$ cat config.mk
export PLATFORM = sky130hd
export DESIGN_NAME = imem_loader
export DESIGN_NICKNAME = d
export VERILOG_FILES = /design/src/rtl/imem_loader.sv
export SDC_FILE = /design/constraint.sdc
export NUM_CORES = 1
export LEC_CHECK = 0
export CAP_MARGIN = 20
export CORE_ASPECT_RATIO = 1.1
export CORE_MARGIN = 5
export CORE_UTILIZATION = 35
export CTS_BUF_LIST = sky130_fd_sc_hd__clkbuf_8
export DETAILED_ROUTE_END_ITERATION = 10
export PLACE_DENSITY = 0.68
export SLEW_MARGIN = 20
export SYNTH_ARGS = -nofsm -noshare
export SYNTH_HDL_FRONTEND = slang
export SYNTH_SLANG_ARGS = --single-unit
$ cat constraint.sdc
create_clock -name clk -period 5.4 [get_ports clk]
set_input_delay 1.35 -clock clk [delete_from_list [all_inputs] [get_ports clk]]
set_output_delay 1.35 -clock clk [all_outputs]
set_load 0.01 [all_outputs]
$ cat src/rtl/imem_loader.sv
// Boot loader: turns a big-endian byte stream into instruction-memory writes and holds the core in reset until done.
// Optional trailing XOR checksum byte is compiled in with `define IMEM_LOADER_CHECKSUM_EN.
module imem_loader #(
    parameter int ADDR_W = 8
) (
    input  logic              clk,
    input  logic              reset,
    input  logic              in_valid,
    input  logic [7:0]        in_data,
    output logic              in_ready,
    output logic              imem_we,
    output logic [31:0]       imem_addr,
    output logic [31:0]       imem_wdata,
    output logic              cpu_reset,
    output logic              done,
    output logic              error,
    output logic [ADDR_W:0]   words_loaded,
    output logic [2:0]        dbg_state
);
    // Handshake: a byte moves only on a rising edge where in_valid && in_ready;
    // in_ready is registered and depends on loader state alone, never on in_valid.
    typedef enum logic [2:0] {
        S_HDR_HI = 3'd0,
        S_HDR_LO = 3'd1,
        S_DATA   = 3'd2,
        S_CSUM   = 3'd3,
        S_DONE   = 3'd4,
        S_ERROR  = 3'd5
    } state_t;

    localparam logic [16:0] N_MAX = 17'(1) << ADDR_W;

    state_t            state_q;
    logic [15:0]       count_q;
    logic [23:0]       asm_q;
    logic [1:0]        byte_cnt_q;
    logic [ADDR_W:0]   words_q;
    logic              we_q;
    logic [31:0]       addr_q;
    logic [31:0]       wdata_q;
    logic              in_ready_q;
    logic              cpu_reset_q;
    logic              done_q;
    logic              error_q;
`ifdef IMEM_LOADER_CHECKSUM_EN
    logic [7:0]        xor_q;
`endif

    logic              accept;
    logic [15:0]       n_d;
    logic [31:0]       wdata_d;
    logic [ADDR_W:0]   words_d;
    logic [31:0]       addr_d;
    logic [15:0]       words_ext;
    logic [15:0]       words_d_ext;

    always_comb begin
        accept      = in_valid && in_ready_q;
        n_d         = {count_q[15:8], in_data};
        wdata_d     = {asm_q, in_data};
        words_d     = words_q + 1'b1;
        addr_d      = 32'(words_q[ADDR_W-1:0]) << 2;
        words_ext   = 16'(words_q);
        words_d_ext = 16'(words_d);
    end

    always_ff @(posedge clk or posedge reset) begin
        if (reset) begin
            state_q     <= S_HDR_HI;
            count_q     <= '0;
            asm_q       <= '0;
            byte_cnt_q  <= '0;
            words_q     <= '0;
            we_q        <= 1'b0;
            addr_q      <= '0;
            wdata_q     <= '0;
            in_ready_q  <= 1'b1;
            cpu_reset_q <= 1'b1;
            done_q      <= 1'b0;
            error_q     <= 1'b0;
`ifdef IMEM_LOADER_CHECKSUM_EN
            xor_q       <= '0;
`endif
        end else begin
            we_q <= 1'b0;
            case (state_q)
                S_HDR_HI: begin
                    if (accept) begin
                        count_q[15:8] <= in_data;
                        state_q       <= S_HDR_LO;
                    end
                end
                S_HDR_LO: begin
                    if (accept) begin
                        count_q[7:0] <= in_data;
                        if ({1'b0, n_d} > N_MAX) begin
                            state_q    <= S_ERROR;
                            error_q    <= 1'b1;
                            in_ready_q <= 1'b0;
                        end else if (n_d == 16'd0) begin
`ifdef IMEM_LOADER_CHECKSUM_EN
                            state_q     <= S_CSUM;
`else
                            state_q     <= S_DONE;
                            done_q      <= 1'b1;
                            cpu_reset_q <= 1'b0;
                            in_ready_q  <= 1'b0;
`endif
                        end else begin
                            state_q <= S_DATA;
                        end
                    end
                end
                S_DATA: begin
                    // Release happens on the edge that closes the final write cycle.
                    if (we_q && words_ext == count_q) begin
                        state_q     <= S_DONE;
                        done_q      <= 1'b1;
                        cpu_reset_q <= 1'b0;
                        in_ready_q  <= 1'b0;
                    end else if (accept) begin
                        asm_q      <= wdata_d[23:0];
                        byte_cnt_q <= byte_cnt_q + 2'd1;
                        if (byte_cnt_q == 2'd3) begin
                            we_q    <= 1'b1;
                            wdata_q <= wdata_d;
                            addr_q  <= addr_d;
                            words_q <= words_d;
`ifdef IMEM_LOADER_CHECKSUM_EN
                            if (words_d_ext == count_q) begin
                                state_q <= S_CSUM;
                            end
`endif
                        end
                    end
                end
                S_CSUM: begin
`ifdef IMEM_LOADER_CHECKSUM_EN
                    if (accept) begin
                        in_ready_q <= 1'b0;
                        if (in_data == xor_q) begin
                            state_q     <= S_DONE;
                            done_q      <= 1'b1;
                            cpu_reset_q <= 1'b0;
                        end else begin
                            state_q <= S_ERROR;
                            error_q <= 1'b1;
                        end
                    end
`endif
                end
                default: ;
            endcase
`ifdef IMEM_LOADER_CHECKSUM_EN
            if (accept && (state_q == S_HDR_HI || state_q == S_HDR_LO || state_q == S_DATA)) begin
                xor_q <= xor_q ^ in_data;
            end
`endif
        end
    end

    assign in_ready     = in_ready_q;
    assign imem_we      = we_q;
    assign imem_addr    = addr_q;
    assign imem_wdata   = wdata_q;
    assign cpu_reset    = cpu_reset_q;
    assign done         = done_q;
    assign error        = error_q;
    assign words_loaded = words_q;
    assign dbg_state    = state_q;

    // words_d_ext only steers the checksum-enabled path.
    logic unused_ok;
    assign unused_ok = ^words_d_ext;
endmodule

==> impl_metrics.csv <==
group,metric,value,unit
status,status,"finished clean",
layout,drive_gt1_share,26.5,%
cts,htreeDepth,3,
place,hpwl,6080,µm
cts,cts_inserted_buffers,9,
worst_setup_path,r2r_cells,5,
logic_synthesis,netlist_area,4320,µm²
timing,fmax,289,MHz
floorplanning,core_area,12100,µm²
timing,setup-violations-final,0,
route,avgViaCountPerCell,4.70,
cts,postCtsSetupRepairBufs,0,
global_route,antenna_found_initial,0,
layout,num_antenna_cells,0,
route,wl_per_cell,15.9,µm
place,io_buffers,67,
timing,relSlewSlack,53.1,%
worst_setup_path,crit-reg2reg-launch,"in_ready",
cts,cts_resized,0,
worst_setup_path,worstPathArrival,3.71,ns
cts,cts_sinks,99,
place,placed_area,5010,µm²
layout,seq_area,2480,µm²
worst_setup_path,worstPathRequired,5.64,ns
hold_path,hp-class,"register to register",
worst_setup_path,ff2ff_setup_slack,2.84,ns
power,leakagePower,2.61,nW
global_route,grt_overflow,0,
hold_path,min_path_cells,2,
cts,cts_hold_buf,0,
logic_synthesis,yosys_warnings,0,
logic_synthesis,syn_area_per_cell,13.8,µm²
worst_setup_path,cp-end-kind,"register",
cts,cts-root-buf,"clkbuf_8",
hold_path,hold_start,"done",
timing,setup_tns,0,ns
layout,fill_cells,1146,
cts,insertion_delay,0.37,ns
logic_synthesis,synth-async-reset-ratio,100,%
layout,multi_input_area,1640,µm²
route,drtPass1Iterations,4,
timing,worst_clock_skew,0.0163,ns
power,power.total,1.25,mW
worst_setup_path,startpoint_type,"input port",
floorplanning,ios,92,
logic_synthesis,synth_seq_cells,99,
global_route,track_usage,12.3,%
cts,clkTransAtPathRegs,0.09,ns
worst_setup_path,startpoint,"in_valid",
cts,cts_tree,"yes",
job,cap_violations,0,
timing,finalHoldViolCount,0,
global_route,grt_pass1_vias,2617,
route,wirelength,8610,µm
floorplanning,rows,42,
route,first_iter_violations,138,
worst_setup_path,reg2reg_to,"imem_addr[8]",
route,ant_nets,0,
timing,rsz0062_at_grt,"false",
cts,cts_buffer_depth,2,
worst_setup_path,path_max_fanout,31,
layout,stdcell_area,5240,µm²
timing,worstMarginPinSlew,0.702,ns
route,num_vias,2552,
logic_synthesis,synth_cell_types,35,
layout,area_growth,21.4,%
logic_synthesis,synthCells,312,
timing,fin_crit_sh,64.1,%
place,place_congestion,0.808,
global_route,grt_pass1_wl,14000,µm
logic_synthesis,synth_edf_count,0,
floorplanning,die_h,127,µm
layout,nets,397,
logic_synthesis,synth_flop_cell,"dfrtp_1",
power,power_density,239,nW/µm²
hold_path,min_to,"done",
floorplanning,start_util,35.7,%
floorplanning,fp.dieW,116,µm
floorplanning,die-area,14700,µm²
global_route,grt_max_degree,81,
timing,period_minus_slack,3.46,ns
timing,drv_slew,0,
route,drcViolationCount,0,
worst_setup_path,critPathKind,"input port to register",
logic_synthesis,seq_area_frac_synth,57.4,%
power,ir_drop,0.116,mV
-- cells by family after synthesis --
| kind of cell | Yosys count | synth area share [%] |
|---|---|---|
| AOI/OAI and AO/OA | 10 | 1.33 |
| DFF | 99 | 57.4 |
| adders and majority gates | 2 | 0.579 |
| other | 1 | 0.0868 |
| xor gates and xnor gates | 18 | 3.65 |
| and+or+nand+nor | 74 | 9.70 |
| buffers and inverters | 35 | 6.57 |
| muxes | 73 | 20.7 |
-- power by group --
| part | total (mW) | switching [mW] | internal (mW) |
|---|---|---|---|
| Sequential | 0.741 | 0 | 0.741 |
| Clock | 0.472 | 0.246 | 0.227 |
| Combinational | 0.0381 | 0.0285 | 0.00964 |
-- synthesized netlist by cell type, drive strengths merged (2+ instances only) --
cell type  count  area share, %
nand2         34            3.0
o21ai          2           0.23
nand3          6           0.98
nor3           3           0.35
xnor2         11            2.2
ha             2           0.58
mux2          73             21
nor2b          2           0.29
nor2           6           0.70
inv            3           0.26
clkbuf         2           0.17
dfrtp         97             56
a21oi          5           0.58
xor2           7            1.4
and3b          2           0.41
buf           30            6.1
and3           7            1.1
nand4          4           0.58
nor4           7            1.7
dfstp          2            1.2
-- metal layers --
layer / GRT usage (%) / vias up / share of wire (%)
li1: - / 1175 / -
met1: 16.4 / 1283 / 45
met2: 18.6 / 78 / 48
met3: 2.95 / 16 / 4.5
met4: 6.62 / 0 / 2.5
met5: 0 / - / 0
-- layout make-up --
type	instances	area share (%)
clock buffer	10	2.62
multi-input combinational	201	31.3
sequential	99	47.3
inverter	3	0.262
timing repair buffer	70	13.6
clock inverter	6	1.22
tap	154	3.67
-- critical path, stage by stage --
cell,delay (ns)
clkdlybuf4s50_1,0.47
and3b_1,0.35
nand3_1,0.25
nor2_4,0.41
buf_4,0.47
mux2_2,0.38
-- per-stage QoR --
step | utilization [%] | hold slack [ns] | worst slack [ns] | cells
after detailed placement | 41.5 | 0.471 | 1.57 | 526
after floorplan | - | 0.452 | 1.46 | 335
after global placement | 41.5 | 0.454 | 1.61 | 526
after global routing | 43.4 | 0.523 | 1.82 | 543
final | 43.4 | 0.478 | 1.94 | 543
after CTS | 43.2 | 0.491 | 1.95 | 542
-- state kept, by name, indices dropped and copies added, names as in the netlist --
register and cells:
imem_wdata 32, asm_q 24, count_q 16, words_loaded 9, imem_addr 8, dbg_state 3, byte_cnt_q 2, cpu_reset 1
done 1, error 1, imem_we 1, in_ready 1
-- worst max path at each step --
stage / to / slack (ns) / cells after the start
2_1_floorplan: asm_q[0] / 1.46 / 1
3_3_place_gp: imem_addr[7] / 1.61 / 6
3_5_place_dp: imem_addr[8] / 1.57 / 6
4_1_cts: imem_addr[8] / 1.95 / 6
5_1_grt: imem_addr[3] / 1.82 / 6
6_report: imem_addr[8] / 1.94 / 6
-- layout by cell type, fill, tap and decap left out, types with 2 or more instances in the layout --
cell,instances
nand3_1,5
and3b_1,2
nand4_1,4
nor4_4,2
dfrtp_1,97
and3_1,4
mux2_4,19
nor4_1,5
inv_1,3
conb_1,24
ha_1,2
nor2_1,5
nor2b_1,2
clkbuf_8,10
mux2_2,54
nor3_1,3
buf_4,2
a21oi_1,5
nand2_1,33
o21ai_0,2
dfstp_2,2
xnor2_1,11
and3_2,3
xor2_1,7
clkdlybuf4s50_1,67
Note: power is estimated with default switching activity, not from simulation.
